===== src/rtl/io_bridge_pkg.sv =====
`default_nettype none
// +------------------------------------------------------------------+
// | Module : io_bridge_pkg                                           |
// | Brief  : Shared I/O register offsets, CTRL bit indices and the   |
// |          timer control struct used by the I/O bridge.            |
// | Rev    : 1.0  initial release                                    |
// +------------------------------------------------------------------+
package io_bridge_pkg;

  // Register offsets inside the 256-byte I/O window (word aligned)
  localparam logic [7:0] IO_GPIO_OUT = 8'h00;
  localparam logic [7:0] IO_GPIO_IN  = 8'h04;
  localparam logic [7:0] IO_CTRL     = 8'h08;
  localparam logic [7:0] IO_LOAD     = 8'h0C;
  localparam logic [7:0] IO_COUNT    = 8'h10;
  localparam logic [7:0] IO_STATUS   = 8'h14;

  // CTRL register bit positions
  localparam int CTRL_EN_BIT     = 0;
  localparam int CTRL_RELOAD_BIT = 1;
  localparam int CTRL_IRQEN_BIT  = 2;

  // Field order puts en at bit 0 so the struct matches the CTRL layout
  typedef struct packed {
    logic irq_en;
    logic auto_reload;
    logic en;
  } timer_ctrl_t;

endpackage : io_bridge_pkg
`default_nettype wire


===== src/rtl/io_timer.sv =====
`default_nettype none
// +------------------------------------------------------------------+
// | Module : io_timer                                                |
// | Brief  : Prescaled 32-bit down-counter with LOAD, CTRL, sticky   |
// |          expired flag (write-1-to-clear) and level interrupt.    |
// | Rev    : 1.0  initial release                                    |
// +------------------------------------------------------------------+
module io_timer
  import io_bridge_pkg::*;
#(
  parameter int PRESCALE = 4
) (
  input  logic        clk,
  input  logic        rst,
  input  logic        i_wr,
  input  logic [7:0]  i_off,
  input  logic [31:0] i_wd,
  output logic [31:0] o_count,
  output logic [31:0] o_load,
  output timer_ctrl_t o_ctrl,
  output logic        o_expired,
  output logic        o_irq
);

  localparam int PW = (PRESCALE > 1) ? $clog2(PRESCALE) : 1;
  localparam logic [PW-1:0] C_PRE_LAST = PW'(PRESCALE - 1);

  logic [PW-1:0] r_pre;
  logic [31:0]   r_count;
  logic [31:0]   r_load;
  timer_ctrl_t   r_ctrl;
  logic          r_expired;

  logic w_tick;
  logic w_hw_set;
  logic w_wr_ctrl;
  logic w_wr_load;
  logic w_wr_status;

  assign w_tick      = r_ctrl.en && (r_pre == C_PRE_LAST);
  assign w_hw_set    = w_tick && (r_count == 32'd0);
  assign w_wr_ctrl   = i_wr && (i_off == IO_CTRL);
  assign w_wr_load   = i_wr && (i_off == IO_LOAD);
  assign w_wr_status = i_wr && (i_off == IO_STATUS);

  // Prescaler, counter, control and expired-flag state updates
  always_ff @(posedge clk) begin
    if (rst) begin
      r_pre     <= '0;
      r_count   <= '0;
      r_load    <= '0;
      r_ctrl    <= '0;
      r_expired <= 1'b0;
    end else begin
      if (!r_ctrl.en || w_tick) r_pre <= '0;
      else                      r_pre <= r_pre + PW'(1);

      // A LOAD write overrides whatever the tick would have done
      if (w_wr_load) begin
        r_count <= i_wd;
      end else if (w_tick) begin
        if (r_count != 32'd0)      r_count <= r_count - 32'd1;
        else if (r_ctrl.auto_reload) r_count <= r_load;
      end

      if (w_wr_load) r_load <= i_wd;

      // Software CTRL write wins over the one-shot hardware disable
      if (w_wr_ctrl) begin
        r_ctrl.en          <= i_wd[CTRL_EN_BIT];
        r_ctrl.auto_reload <= i_wd[CTRL_RELOAD_BIT];
        r_ctrl.irq_en      <= i_wd[CTRL_IRQEN_BIT];
      end else if (w_hw_set && !r_ctrl.auto_reload) begin
        r_ctrl.en <= 1'b0;
      end

      // Hardware set wins over a simultaneous write-1-to-clear
      if (w_hw_set)                     r_expired <= 1'b1;
      else if (w_wr_status && i_wd[0])  r_expired <= 1'b0;
    end
  end

  assign o_count   = r_count;
  assign o_load    = r_load;
  assign o_ctrl    = r_ctrl;
  assign o_expired = r_expired;
  assign o_irq     = r_expired & r_ctrl.irq_en;

endmodule : io_timer
`default_nettype wire


===== src/rtl/io_bridge.sv =====
`default_nettype none
// +------------------------------------------------------------------+
// | Module : io_bridge                                               |
// | Brief  : Data-port bridge between core and dmem; decodes a       |
// |          256-byte I/O window holding GPIO and a timer, all other |
// |          addresses pass through to dmem.                         |
// | Rev    : 1.0  initial release                                    |
// +------------------------------------------------------------------+
module io_bridge
  import io_bridge_pkg::*;
#(
  parameter logic [31:0] IO_BASE  = 32'hFFFF_FF00,
  parameter int          PRESCALE = 4,
  parameter int          MEM_AW   = 10
) (
  input  logic              clock,
  input  logic              reset,
  input  logic              we,
  input  logic [31:0]       addr,
  input  logic [31:0]       wd,
  output logic [31:0]       rd,
  output logic              mem_we,
  output logic [MEM_AW-1:0] mem_addr,
  output logic [31:0]       mem_wd,
  input  logic [31:0]       mem_rd,
  input  logic [31:0]       gpio_in,
  output logic [31:0]       gpio_out,
  output logic              timer_irq
);

  logic        w_is_io;
  logic [7:0]  w_off;
  logic        w_io_wr;
  logic [31:0] w_io_rdata;

  logic [31:0] r_gpio_out;
  logic [31:0] r_gpio_s1;
  logic [31:0] r_gpio_s2;

  logic [31:0] w_count;
  logic [31:0] w_load;
  timer_ctrl_t w_ctrl;
  logic        w_expired;

  // Byte lanes within a word are ignored for register selection
  assign w_is_io = (addr[31:8] == IO_BASE[31:8]);
  assign w_off   = {addr[7:2], 2'b00};
  assign w_io_wr = we & w_is_io;

  assign mem_we   = we & ~w_is_io;
  assign mem_addr = addr[MEM_AW-1:0];
  assign mem_wd   = wd;

  // GPIO output register and two-flop input synchronizer
  always_ff @(posedge clock) begin
    if (reset) begin
      r_gpio_out <= '0;
      r_gpio_s1  <= '0;
      r_gpio_s2  <= '0;
    end else begin
      if (w_io_wr && (w_off == IO_GPIO_OUT)) r_gpio_out <= wd;
      r_gpio_s1 <= gpio_in;
      r_gpio_s2 <= r_gpio_s1;
    end
  end

  io_timer #(
    .PRESCALE (PRESCALE)
  ) u_timer (
    .clk       (clock),
    .rst       (reset),
    .i_wr      (w_io_wr),
    .i_off     (w_off),
    .i_wd      (wd),
    .o_count   (w_count),
    .o_load    (w_load),
    .o_ctrl    (w_ctrl),
    .o_expired (w_expired),
    .o_irq     (timer_irq)
  );

  // I/O read mux; unmapped offsets read as zero
  always_comb begin
    w_io_rdata = 32'h0;
    case (w_off)
      IO_GPIO_OUT: w_io_rdata = r_gpio_out;
      IO_GPIO_IN:  w_io_rdata = r_gpio_s2;
      IO_CTRL:     w_io_rdata = {29'h0, w_ctrl};
      IO_LOAD:     w_io_rdata = w_load;
      IO_COUNT:    w_io_rdata = w_count;
      IO_STATUS:   w_io_rdata = {31'h0, w_expired};
      default:     w_io_rdata = 32'h0;
    endcase
  end

  assign rd       = w_is_io ? w_io_rdata : mem_rd;
  assign gpio_out = r_gpio_out;

endmodule : io_bridge
`default_nettype wire


===== config.mk =====
export PLATFORM = sky130hd
export DESIGN_NAME = io_bridge
export DESIGN_NICKNAME = d
export VERILOG_FILES = /design/src/rtl/io_bridge_pkg.sv /design/src/rtl/io_timer.sv /design/src/rtl/io_bridge.sv
export SDC_FILE = /design/constraint.sdc
export NUM_CORES = 1
export LEC_CHECK = 0
export CAP_MARGIN = 20
export CORE_ASPECT_RATIO = 2
export CORE_MARGIN = 3
export CORE_UTILIZATION = 49
export DETAILED_ROUTE_END_ITERATION = 16
export GPL_ROUTABILITY_DRIVEN = 0
export GPL_TIMING_DRIVEN = 0
export PLACE_DENSITY = 0.82
export RECOVER_POWER = 50
export SETUP_SLACK_MARGIN = 0.1
export SYNTH_ARGS = -nofsm -noshare
export SYNTH_HDL_FRONTEND = slang
export SYNTH_HIERARCHICAL = 1
export SYNTH_SLANG_ARGS = --single-unit

===== constraint.sdc =====
create_clock -name clock -period 4.15 [get_ports clock]
set_input_delay 0.83 -clock clock [delete_from_list [all_inputs] [get_ports clock]]
set_output_delay 0.83 -clock clock [all_outputs]
set_load 0.02 [all_outputs]

# ---- Word level (Yosys, flattened, before mapping)
# Index checks and enable logic that the tools add are counted.
dict set report totals {
  reg_bits 166
  out_inout_bits 108
  word_cells 53
}
dict set report op_classes {
  n_addsub 2
  eq_ne 7
  bitwise 4
  n_mux 10
  n_reduce_logical 20
}
# operator count
set op_table {}
lappend op_table {{32-bit case mux with 6 select lines} 1}
lappend op_table {{32-bit 2-to-1 mux} 5}
lappend op_table {{32-bit logical NOT} 1}
lappend op_table {{32-bit nonzero test} 1}
lappend op_table {{32-bit by 1-bit subtractor with 32-bit output, second input constant} 1}
lappend op_table {{24-bit equality test, second input constant} 1}
lappend op_table {{6-bit by 2-bit equality test with 1-bit output, second input constant} 2}
lappend op_table {{6-bit by 3-bit equality test with 1-bit output, second input constant} 2}
lappend op_table {{1-bit logical AND} 8}
lappend op_table {{8-bit logical NOT} 1}
lappend op_table {{6-bit by 1-bit equality test with 1-bit output, second input constant} 1}
lappend op_table {{2-bit nonzero test} 3}
lappend op_table {{1-bit 2-to-1 mux} 4}
lappend op_table {{1-bit bitwise AND} 3}
lappend op_table {{3-bit nonzero test} 1}
lappend op_table {{2-bit by 1-bit adder with 2-bit output, second input constant} 1}
lappend op_table {{2-bit equality test, second input constant} 1}
lappend op_table {{1-bit logical NOT} 2}
lappend op_table {{2-bit AND reduction} 1}
lappend op_table {{2-bit OR reduction} 1}
lappend op_table {{1-bit logical OR} 1}
lappend op_table {{1-bit NOT} 1}

# ---- Depth between registers and ports, before layout
# Gate-level depths: netlist of run 1.
dict set report depth {
  ltp_word 6
  ltp_mapped 13
  mapped_depth_nobuf 10
}

# ---- By module
# Netlist of run 1, hierarchy kept.
# mod area_per_inst_um2 instances cells_per_inst
set modules_own_cells {}
lappend modules_own_cells {io_bridge 4834.6 1 496}
lappend modules_own_cells {io_timer 3951.3 1 503}

# ---- Worst setup path before layout of run 1
# Ideal clock, no wire load.
dict set report synth_timing {
  path_kind {input to register}
  startpoint {input port addr[24]}
  endpoint {register u_timer.r_count[23], in the netlist u_timer/o_count[23]}
  setup_time_ns 0.079
  arrival_ns 3.432
  n_path_buf 2
  path_slack_ns 0.639
  cell_stages 12
  cell_sequence {nand4_1 > nor4_4 > nand2_4 > buf_6 > nor2_1 > or4b_4 > or3_1 > buf_2 > nand2_1 > a21oi_1 > or3_1 > a211oi_2}
}
dict set report synth_between {
  elab_chain_cells 5
  elab_cells_between_ends 7
}
# item line_no
set synth_lines {}
lappend synth_lines {{start, declared} io_bridge.sv:19} ;# input logic [31:0] addr,
lappend synth_lines {{24-bit equality test *} io_bridge.sv:46} ;# assign w_is_io = (addr[31:8] == IO_BASE[31:8]);
lappend synth_lines {{1-bit bitwise AND *} io_bridge.sv:48} ;# assign w_io_wr = we & w_is_io;
lappend synth_lines {{named net w_io_wr} io_bridge.sv:33} ;# logic w_io_wr;
lappend synth_lines {{1-bit logical AND *} io_timer.sv:43} ;# assign w_wr_load = i_wr && (i_off == IO_LOAD);
lappend synth_lines {{3-bit nonzero test (no line) / 2-bit nonzero test (equally long branches)} --}
lappend synth_lines {{2-bit AND reduction (no line)} --}
lappend synth_lines {{end signal, assigned} io_timer.sv:60} ;# r_count <= i_wd;
lappend synth_lines {{end signal, assigned} io_timer.sv:62} ;# if (r_count != 32'd0) r_count <= r_count - 32'd1;
lappend synth_lines {{end signal, assigned} io_timer.sv:63} ;# else if (r_ctrl.auto_reload) r_count <= r_load;
lappend synth_lines {{end, declared} io_timer.sv:29} ;# logic [31:0] r_count;
# The timed path passes the listed nets; every way through them passes the cells marked *.
# A chain may end at the register's enable or synchronous reset.

# ---- Worst setup path after layout of run 1
dict set report layout_timing {
  startpoint {input port addr[24]}
  endpoint {register u_timer.r_count[17], in the netlist u_timer/o_count[17]}
}
# The elaborated chain is that of the path after synthesis.

==> summary.md, run 1 <==
| Metric | Value |
|---|---|
| Crit path time final | `3.99 ns` |
| Vias in the first global route | `9277` |
| Remaining Overflow, GRT | `0` |
| Synth Register Bits | `~170` |
| Post-route ant nets | `0` |
| DRT iter0 DRCs | `927` |
| CP endpoint | `u_timer/o_count[17]$_SDFFE_PP0P_` |
| Core area | `17400 um^2` |
| 1st-pass router iterations | `6` |
| H-Tree Depth | `4` |
| WP data arrival | `~4.3 ns` |
| Die Span Y | `195 um` |
| RR Startpoint | `u_timer/o_count[0]$_SDFFE_PP0P_` |
| Max_cap viols | `0` |
| Clock buffer depth | `2` |
| Reg area | `approximately 3300 um^2` |
| Post-layout util | `a little over two thirds` |
| Max_slew headroom | `approximately a third` |
| Cell mode on critical path | `buf_2` |
| Final Hold Vio Count | `0` |
| Hold Buf Count CTS | `0` |
| Initial antenna violation count | `0` |
| DR vias/cell | `a little over 6` |
| Drt total wl | `between 30000 and 40000 um` |
| Type of the tightest min-delay check | `flip-flop to flip-flop` |
| CTS Sinks | `approximately 170` |
| ANT cells | `0` |
| Worst Reg-to-Reg Cells | `8` |
| Crit Path Max Fanout | `10` |
| I/O pins | `between 200 and 250` |
| First-pass GRT wire length | `slightly below 50000 um` |
| # setup viols final | `0` |
| Prevailing post-synth register cell | `dfxtp_1` |
| Yosys warning count | `6` |
| Crit path launch type | `primary input` |
| GRT Util Overall | `31.6%` |
| Measured slew at the worst slew-check pin | `~0.99 ns` |
| Status | `completed` |
| Crit share post-route | `96.1%` |
| DRC Markers | `0` |
| Post-Syn Instances | `approximately 1000` |
| TNS Setup | `0 ns` |
| Post-synthesis async set-or-reset flop share | `0%` |
| CP max stage delay | `0.52 ns` |
| Area of the multi-input gates | `around 4800 um^2` |
| RR Endpoint | `u_timer/o_count[23]$_SDFFE_PP0P_` |
| HPWL after DPL | `between 20000 and 25000 um` |
| CTS buffer count | `17` |
| # fillers | `1358` |
| Post-synth EDFFs | `0` |
| Ordered list of cells on the worst path | `clkdlybuf4s50_1 > nand4_1 > nor4_4 > buf_4 > nand2_4 > buf_6 > nor2_1 > or4b_4 > or3_1 > buf_2 > o21ai_4 > buf_2 > a311oi_1` |
| Min-delay src | `r_gpio_s1[21]$_SDFF_PP0_` |
| RSZ-0062 raised after global routing | `yes` |
| CP Data Required Time | `between 4 and 5 ns` |
| Post-layout nets | `1393` |
| Post-Syn Area | `around 9000 um^2` |
| Peak supply drop | `approximately 220 uV` |
| Synth unique cells | `between 80 and 90` |
| Die area | `just under 20000 um^2` |
| Pwr dens | `309 nW/um^2` |
| Final Max Slew Viols | `0` |
| Hold Path Depth | `1` |
| Final clock skew | `approximately 0.016 ns` |
| Rows | `roughly 70` |
| Port bufs | `between 200 and 250` |
| Critical path origin | `addr[24]` |
| CTS clk-pin slew, worst paths | `0.07 ns` |
| Worst hold slack | `0.436 ns` |
| Share of cells above drive strength 1 | `roughly 14%` |
| Leak Pwr | `around 4.9 nW` |
| WL/cell | `21.6 um` |
| DR vias | `between 9000 and 10000` |
| Slowest cell on the critical path | `or4b_4` |
| CTS root buf | `clkbuf_16` |
| Sequential fraction of the synthesis area | `a little under two fifths` |
| Worst R2R Setup Slack | `~1.2 ns` |
| Clock Latency Late Sink | `approximately 0.44 ns` |
| CTS tree | `done` |
| Crit path capture type | `flip-flop` |
| Worst Path Class, Setup | `primary input to flip-flop` |
| Mean Syn Cell Area | `8.79 um^2` |
| Die X-Extent | `roughly 100 um` |
| Synth-to-Final Area Change | `38.6%` |
| Fmax | `0.251 GHz` |
| Largest net degree at the start of global routing | `17` |
| Initial Util | `between 50% and 60%` |
-- report_power, final --
group	switching, W	total, W	internal, W	leakage, nW
clock network	0.000725	0.00171	0.000981	0.300
logic	0.000187	0.000433	0.000247	3.30
registers	0.00000731	0.00163	0.00162	1.35
-- critical path, delay by kind of cell --
family | cells | cell delay (ns)
and+or+nand+nor | 6 | 1.62
AOI/OAI and AO/OA | 2 | 0.34
buffers and inverters | 5 | 1.47
-- through the flow --
step | worst slack, ns | cells | cell area [um^2] | total power [W]
after floorplan | 0.639 | 1002 | 8800 | 0.00185
after global placement | -0.788 | 1447 | 11400 | 0.00209
after detailed placement | -0.848 | 1447 | 11400 | 0.00210
after CTS | 0.103 | 1480 | 12100 | 0.00377
after global routing | 0.0873 | 1481 | 12200 | 0.00386
final | 0.160 | 1481 | 12200 | 0.00377
-- placed cells by master, fill, tap and decap left out, drive strengths merged, types with 9 or more instances in the layout --
cell type and instances:
dlygate4sd3 49, inv 15, xnor2 11, dlymetal6s2s 19, a21oi 80, mux2 30
nand3 40, dfxtp 166, nor4 14, buf 82, nand2 95, nor2b 64
clkdlybuf4s50 162, o21ai 48, nor3 22, clkbuf 56, or3 9, o211ai 16
mux2i 64, nand4 10, a311oi 15, o22ai 33, nor2 61
-- synth_stat cells (3+ instances only) --
library cell | count | share of area, %
buf_6 | 4 | 0.51
o21ai_0 | 9 | 0.51
a31oi_1 | 6 | 0.43
nor3_1 | 21 | 1.2
nand3_1 | 40 | 2.3
xnor2_1 | 11 | 1.1
nor2_1 | 60 | 2.6
and2_1 | 6 | 0.43
a221oi_1 | 3 | 0.30
nor2b_1 | 64 | 4.6
clkbuf_1 | 32 | 1.4
mux2_4 | 26 | 4.4
or3_1 | 8 | 0.57
and3_1 | 4 | 0.28
o211ai_1 | 16 | 1.4
o2bb2ai_1 | 3 | 0.30
inv_1 | 8 | 0.34
o21ai_1 | 38 | 2.2
and4_1 | 5 | 0.50
or2_2 | 3 | 0.21
mux2_1 | 3 | 0.38
o31ai_1 | 3 | 0.26
o311a_1 | 3 | 0.34
ha_1 | 3 | 0.43
a21oi_1 | 80 | 4.6
nor3b_1 | 3 | 0.26
buf_2 | 28 | 1.6
nand2_1 | 93 | 4.0
buf_1 | 4 | 0.17
nor4_4 | 5 | 1.2
o22ai_1 | 33 | 2.3
nor4_1 | 8 | 0.57
a21boi_0 | 3 | 0.26
a211oi_1 | 5 | 0.43
a311oi_1 | 14 | 1.4
or4_1 | 3 | 0.26
nand4_1 | 7 | 0.50
buf_4 | 49 | 4.2
dfxtp_1 | 166 | 38
nand2b_1 | 3 | 0.21
mux2i_1 | 64 | 7.3
-- registers in the layout, summed over array words and instances (netlist names) --
signal and count:
u_timer/o_load 32, u_timer/o_expired 1, u_timer/r_pre 2, gpio_out 32
u_timer/o_count 32, r_gpio_s2 32, u_timer/o_ctrl 3, r_gpio_s1 32
-- kinds of logic (layout without fill, tap and decap cells) --
kind of cell	Yosys count	in the layout	synth area share [%]
AOI/OAI and AO/OA	244	244	17.6
xor gates and xnor gates	13	13	1.30
adders and majority gates	3	3	0.427
buffers and inverters	125	394	8.17
DFF	166	166	37.8
muxes	95	95	12.5
other	1	4	0.0427
and+or+nand+nor	352	352	22.1
-- layer usage --
layer  part of all wire (%)  track usage, %  wire length [um]
met4                    7.1            21.1              2270
met5                      0               0                 0
met2                     53            56.9             16800
met3                    8.4            7.40              2670
met1                     32            30.9             10200
-- worst min-delay path by stage --
stage / to / slack [ns]
floorplan: u_timer/r_pre[0]$_SDFF_PP0_ / 0.41
global placement: r_gpio_s2[12]$_SDFF_PP0_ / 0.42
detailed placement: r_gpio_s2[21]$_SDFF_PP0_ / 0.42
CTS: u_timer/r_pre[0]$_SDFF_PP0_ / 0.43
global route: r_gpio_s2[30]$_SDFF_PP0_ / 0.45
finish: r_gpio_s2[21]$_SDFF_PP0_ / 0.44
-- layout make-up --
cell class,count,area share [%]
clock inverters,13,1.50
well taps,210,2.16
clock buffers,18,3.61
repair buffers,238,19.8
inverters,8,0.247
multi-input cells,711,39.3
plain buffers,117,6.07
flip-flops and latches,166,27.3
-- what timing repair did --
action / CTS / global route
pin swaps: 1 / 2
resized for setup: 19 / 45
buffers inserted: 2 / 1
endpoints found under the setup margin: 97 / 79
(Power assumes the default switching activity.)
==> run 2: changes to the inputs <==
Settings changed: CORE_MARGIN 3 to default.
==> run 2 against run 1 <==
Net effect: cell area fell by 0.14%; first-iteration DRC count grew 4.0%; non-clock buffer count grew 1; utilization down 0.10 points; flip-flop and latch count is the same; hold slack barely moved; maximum frequency is 0.13% lower; register-to-register slack worse by 0.02 ns; critical path depth down 4; power fell by 0.95%; largest power group unchanged.
==> summary.md, run 2 (synthesized netlist as in run 1, its figures left out) <==
| Metric | Value |
|---|---|
| Status | `completed` |
| CTS root buf | `clkbuf_16` |
| Int Pwr | `0.00283 W (-0.56%)` |
| ANT cells | `0 (unchanged)` |
| Post-layout nets | `1394 (+0.072%)` |
| Leak Pwr | `4.82 nW (-2.5%)` |
| Crit path launch type | `primary input` |
| Initial antenna violation count | `0 (unchanged)` |
| RSZ-0062 raised after global routing | `no` |
| Initial Util | `50.4% (unchanged)` |
| WL/cell | `20.8 um (-3.4%)` |
| Hold Buf Count CTS | `0 (unchanged)` |
| Reg power frac | `43.6% (+0.4 points)` |
| Vias in the first global route | `9020 (-2.8%)` |
| Core area | `17400 um^2 (unchanged)` |
| CP max stage delay | `0.59 ns (+0.07 ns)` |
| Crit path time final | `3.99 ns (+0.00506 ns)` |
| Min-delay src | `r_gpio_s1[19]$_SDFF_PP0_` |
| Post-DP Area | `11400 um^2 (unchanged)` |
| Fmax | `0.250 GHz (-0.13%)` |
| Peak supply drop | `225 uV (+1.1%)` |
| Worst Reg-to-Reg Cells | `10 (+2)` |
| # fillers | `1360 (+0.15%)` |
| Post-route ant nets | `0 (unchanged)` |
| Final clock skew | `0.0121 ns (-0.00430 ns)` |
| Die area | `18500 um^2 (-5.9%)` |
| Port bufs | `235 (unchanged)` |
| Most frequent cells in the layout | `177 x clkdlybuf4s50_1, 166 x dfxtp_1, 92 x nand2_1` |
| Drt total wl | `30900 um (-3.3%)` |
| Die X-Extent | `96.7 um (-4.0%)` |
| Worst R2R Setup Slack | `1.14 ns (-0.02 ns)` |
| Synth-to-Final Area Change | `38.4%` |
| Pwr dens | `307 nW/um^2 (-0.81%)` |
| CTS clk-pin slew, worst paths | `0.07 ns (about the same)` |
| Ordered list of cells on the worst path | `clkdlybuf4s50_1 > buf_4 > nor2_2 > nand2_1 > clkbuf_4 > buf_4 > o22ai_1 > mux2_4 > clkdlybuf4s50_1` |
| 1st-pass router iterations | `14 (+8)` |
| Final Hold Vio Count | `0 (unchanged)` |
| Type of the tightest min-delay check | `flip-flop to flip-flop` |
| Pwr Total | `0.00373 W (-0.95%)` |
| Max_cap viols | `0 (unchanged)` |
| Final Max Slew Viols | `0 (unchanged)` |
| Measured slew at the worst slew-check pin | `1.02 ns (+0.0299 ns)` |
| Area of the multi-input gates | `4800 um^2 (+0.24%)` |
| CTS buffer count | `17 (unchanged)` |
| Crit path buf inv count | `5 (unchanged)` |
| Combinational Power Share | `11.6% (about the same)` |
| Final instance area | `12200 um^2 (-0.14%)` |
| Remaining Overflow, GRT | `0 (unchanged)` |
| Die Span Y | `191 um (-2.0%)` |
| First-pass GRT wire length | `46700 um (-3.7%)` |
| Delay-heaviest family, CP | `buffers and inverters` |
| GRT Util Overall | `32.3% (+0.68 points)` |
| RR Endpoint | `u_timer/o_count[11]$_SDFFE_PP0P_` |
| DRT iter0 DRCs | `964 (+4.0%)` |
| Commonest non-fill, non-tap cell in the layout | `clkdlybuf4s50_1` |
| Reg area | `3320 um^2 (unchanged)` |
| Hold Path Depth | `1 (unchanged)` |
| DRC Markers | `0 (unchanged)` |
| Sw power | `0.000898 W (-2.2%)` |
| HPWL after DPL | `22700 um (-3.0%)` |
| Largest net degree at the start of global routing | `17 (unchanged)` |
| Crit path capture type | `output pin` |
| CTS tree | `done` |
| TNS Setup | `0 ns (unchanged)` |
| DR vias/cell | `6.12 (-0.90%)` |
| RR Startpoint | `u_timer/o_count[0]$_SDFFE_PP0P_` |
| Share of cells above drive strength 1 | `14.4% (+0.15 points)` |
| Clock Latency Late Sink | `0.43 ns (about the same)` |
| I/O pins | `239 (unchanged)` |
| Crit share post-route | `96.3% (+0.12 points)` |
| Worst Path Class, Setup | `primary input to output pin` |
| CTS Sinks | `166 (unchanged)` |
| WP data arrival | `3.16 ns (-1.11 ns)` |
| # setup viols final | `0 (unchanged)` |
| Switching Share | `24.1% (-0.30 points)` |
| H-Tree Depth | `4 (unchanged)` |
| Endpoint, Worst Hold | `r_gpio_s2[19]$_SDFF_PP0_` |
| Crit Path Max Fanout | `10 (unchanged)` |
| CP Data Required Time | `3.32 ns (-1.11 ns)` |
| Max_slew headroom | `31.6% (-2.0 points)` |
| Clock buffer depth | `2 (unchanged)` |
| Slowest cell on the critical path | `clkdlybuf4s50_1` |
| Rows | `68 (unchanged)` |
| DR vias | `9069 (-0.83%)` |
| Worst hold slack | `0.436 ns (+0.000220 ns)` |
| Clock group share of total power | `44.8% (-0.5 points)` |
[run 2: worst max path at each step]
stage               startpoint                                to  slack, ns  depth (start not counted)
floorplan             addr[24]  u_timer/o_count[23]$_SDFFE_PP0P_       0.64                         12
global placement      addr[24]  u_timer/o_count[18]$_SDFFE_PP0P_      -0.80                         12
detailed placement    addr[28]   u_timer/o_count[5]$_SDFFE_PP0P_      -0.86                         12
CTS                   addr[29]   u_timer/o_load[18]$_SDFFE_PP0P_        0.1                         14
global route          addr[26]   u_timer/o_count[0]$_SDFFE_PP0P_       0.07                         13
finish                 addr[3]                            rd[26]       0.16                          9
[run 2: cell type report]
cell class / instances / area share, %
Multi-Input combinational cell: 711 / 39.4
Inverter: 8 / 0.247
Timing Repair Buffer: 239 / 19.7
Clock inverter: 13 / 1.50
Sequential cell: 166 / 27.3
Tap cell: 210 / 2.16
Clock buffer: 18 / 3.53
Buffer: 117 / 6.11
[run 2: per-stage QoR]
| step | utilization [%] | instances | worst slack, ns |
|---|---|---|---|
| after global routing | 69.7 | 1482 | 0.0705 |
| after detailed placement | 65.4 | 1447 | -0.860 |
| after CTS | 69.2 | 1480 | 0.0998 |
| after floorplan | - | 1002 | 0.639 |
| after global placement | 65.4 | 1447 | -0.804 |
| final | 69.7 | 1482 | 0.155 |
[run 2: metal layers]
layer,global-route usage (%),part of all wire (%)
met2,60.3,52
met4,23.4,7.2
met5,0,0
met1,31.3,33
met3,5.96,7.8
[run 2: power groups by stage]
stage               registers (W)  logic [W]  clock network, W
finish                    0.00163   0.000431           0.00167
global route              0.00163   0.000451           0.00173
CTS                       0.00163   0.000433           0.00167
detailed placement        0.00166   0.000431                 0
global placement          0.00166   0.000426                 0
floorplan                 0.00166   0.000191                 0
[run 2: worst register-to-register path, cell delays in order, from the launching register on]
cell      delay [ns]
dfxtp_1         0.58
inv_1           0.13
ha_1            0.23
nor3b_1         0.17
and4_1          0.21
buf_2           0.15
nand3_1         0.10
buf_2           0.26
clkbuf_1        0.55
o211ai_1        0.20
a311oi_1        0.33
[run 2: what timing repair did]
action	CTS	global route
setup endpoints to repair	97	82
hold endpoints to repair	0	0
buffers inserted	2	2
gates resized for setup	19	34
pin swaps	1	1
==> run 3: changes to the inputs <==
Settings changed: PLACE_DENSITY 0.82 to 0.81.
==> run 3 against run 2 <==
Net effect: critical path depth stayed put; power fell by 1.2%; first-iteration DRC count down 1.8%; routed wire length increased by 1.1%; register-to-register slack improved by 0.05 ns; combinational power grew 0.9%; cell area hardly changed; cell count fell by 0.13%; non-clock buffer count decreased by 2; hold slack gained 0.0020 ns; global-route usage rose by 0.97 points; setup slack got worse by 0.045 ns; largest cell class unchanged; largest power group is now registers.
==> summary.md, run 3 (synthesized netlist as in run 1, its figures left out) <==
| Metric | Value |
|---|---|
| Final Max Slew Viols | `0 (unchanged)` |
| DRT iter0 DRCs | `947 (-1.8%)` |
| Crit Path Max Fanout | `10 (unchanged)` |
| Peak supply drop | `218 uV (-3.4%)` |
| Worst hold slack | `0.438 ns (+0.00200 ns)` |
| Share of cells above drive strength 1 | `14.3% (-0.13 points)` |
| Worst Path Class, Setup | `primary input to output pin` |
| Initial Util | `50.4% (unchanged)` |
| Crit path buf inv count | `5 (unchanged)` |
| CP max stage delay | `0.59 ns (about the same)` |
| Slowest cell on the critical path | `clkdlybuf4s50_1` |
| # fillers | `1364 (+0.29%)` |
| Wl on met1 | `10300 um (+1.8%)` |
| H-Tree Depth | `4 (unchanged)` |
| Post-layout nets | `1392 (-0.14%)` |
| Most frequent cells in the layout | `175 x clkdlybuf4s50_1, 166 x dfxtp_1, 93 x nand2_1` |
| Ordered list of cells on the worst path | `clkdlybuf4s50_1 > buf_4 > nor2_1 > nand2_1 > buf_4 > buf_4 > o22ai_1 > mux2_4 > clkdlybuf4s50_1` |
| # setup viols final | `0 (unchanged)` |
| Commonest non-fill, non-tap cell in the layout | `clkdlybuf4s50_1` |
| DR vias/cell | `6.14 (+0.29%)` |
| Die area | `18500 um^2 (unchanged)` |
| WP data arrival | `3.21 ns (+0.05 ns)` |
| Top Layer Used | `met4` |
| Final Hold Vio Count | `0 (unchanged)` |
| WL/cell | `21.1 um (+1.2%)` |
| Leak Pwr | `4.86 nW (+0.88%)` |
| Drt total wl | `31200 um (+1.1%)` |
| Cell mode on critical path | `buf_4` |
| Crit path time final | `4.04 ns (+0.0450 ns)` |
| Met2 WL | `16400 um (+1.7%)` |
| Max_cap viols | `0 (unchanged)` |
| Crit share post-route | `97.3% (+1.1 points)` |
| Status | `completed` |
| First-pass GRT wire length | `47500 um (+1.7%)` |
| Max_slew headroom | `31.6% (about the same)` |
| Largest net degree at the start of global routing | `17 (unchanged)` |
| Pwr dens | `303 nW/um^2 (-1.2%)` |
| DR vias | `9083 (+0.15%)` |
| Remaining Overflow, GRT | `0 (unchanged)` |
| Vias in the first global route | `9111 (+1.0%)` |
| Die Span Y | `191 um (unchanged)` |
| 1st-pass router iterations | `6 (-8)` |
| Clock buffer depth | `2 (unchanged)` |
| Initial antenna violation count | `0 (unchanged)` |
| Met3 routed WL | `2370 um (-1.4%)` |
| ANT cells | `0 (unchanged)` |
| CTS Sinks | `166 (unchanged)` |
| Final clock skew | `0.00749 ns (-0.00466 ns)` |
| CP Data Required Time | `3.32 ns (about the same)` |
| CTS buffer count | `17 (unchanged)` |
| TNS Setup | `0 ns (unchanged)` |
| Post-route ant nets | `0 (unchanged)` |
| DRC Markers | `0 (unchanged)` |
| RSZ-0062 raised after global routing | `yes` |
| CTS tree | `done` |
| Delay-heaviest family, CP | `buffers and inverters` |
| Type of the tightest min-delay check | `flip-flop to flip-flop` |
| HPWL after DPL | `23000 um (+1.1%)` |
| Clock Latency Late Sink | `0.43 ns (about the same)` |
| CTS clk-pin slew, worst paths | `0.07 ns (about the same)` |
| Crit path launch type | `primary input` |
| Rows | `68 (unchanged)` |
| I/O pins | `239 (unchanged)` |
| Crit path capture type | `output pin` |
| Fmax | `0.248 GHz (-1.1%)` |
| Core area | `17400 um^2 (unchanged)` |
| Die X-Extent | `96.7 um (unchanged)` |
| GRT Util Overall | `33.2% (+0.97 points)` |
| CTS root buf | `clkbuf_16` |
| Synth-to-Final Area Change | `38.4% (about the same)` |
| Port bufs | `235 (unchanged)` |
| Measured slew at the worst slew-check pin | `1.03 ns (+0.00807 ns)` |
[run 3: cell types whose count changed in the layout (fill, tap and decap cells not counted), sizes merged]
cell and change:
buf -4, bufinv -1, clkbuf +2, clkdlybuf4s50 -2
clkinv +2, clkinvlp -1, dlygate4sd2 -4, dlygate4sd3 +1
dlymetal6s2s +5
[run 3: layer usage]
layer  GRT usage (%)  vias up
li1                -     4098
met1            32.4     4236
met2            60.5      586
met3            6.98      163
met4            25.8        0
met5               0        -
[run 3: layout make-up]
cell class	count	area, um^2	area share [%]
buffer	117	737	6.06
clock buffer	18	439	3.61
clock inverter	13	161	1.33
inverter	8	30.0	0.247
multi-input combinational	711	4810	39.5
sequential	166	3320	27.3
tap	210	263	2.16
timing repair buffer	237	2400	19.7
[run 3: worst paths after layout]
path,start,to,slack [ns],cells after the start
min reg2reg,r_gpio_s1[9]$_SDFF_PP0_,r_gpio_s2[9]$_SDFF_PP0_,0.44,1
max reg2reg,u_timer/o_count[0]$_SDFFE_PP0P_,u_timer/o_count[12]$_SDFFE_PP0P_,1.19,10
max,addr[3],rd[28],0.11,9
min,r_gpio_s1[9]$_SDFF_PP0_,r_gpio_s2[9]$_SDFF_PP0_,0.44,1
[run 3: where the power goes]
| part | leakage, nW | switching, W | total [W] | internal [W] |
|---|---|---|---|---|
| logic | 3.22 | 0.000186 | 0.000435 | 0.000249 |
| registers | 1.35 | 0.00000735 | 0.00163 | 0.00162 |
| clock network | 0.295 | 0.000700 | 0.00162 | 0.000922 |
[run 3: timing repair]
| item | 4_1_cts | 5_1_grt |
|---|---|---|
| pin swaps | 1 | 1 |
| setup endpoints to repair | 97 | 65 |
| hold endpoints to repair | 0 | 0 |
| setup buffers | 2 | 0 |
| hold buffers | 0 | 0 |
| resized for setup | 18 | 31 |
[run 3: metrics by stage]
stage	utilization (%)	cell area [um^2]	power, W	cells	setup slack [ns]
2_1_floorplan	-	8800	0.00185	1002	0.639
3_3_place_gp	65.4	11400	0.00209	1447	-0.904
3_5_place_dp	65.4	11400	0.00210	1447	-0.951
4_1_cts	69.2	12100	0.00369	1480	0.104
5_1_grt	69.7	12200	0.00378	1480	0.0915
6_report	69.7	12200	0.00369	1480	0.110
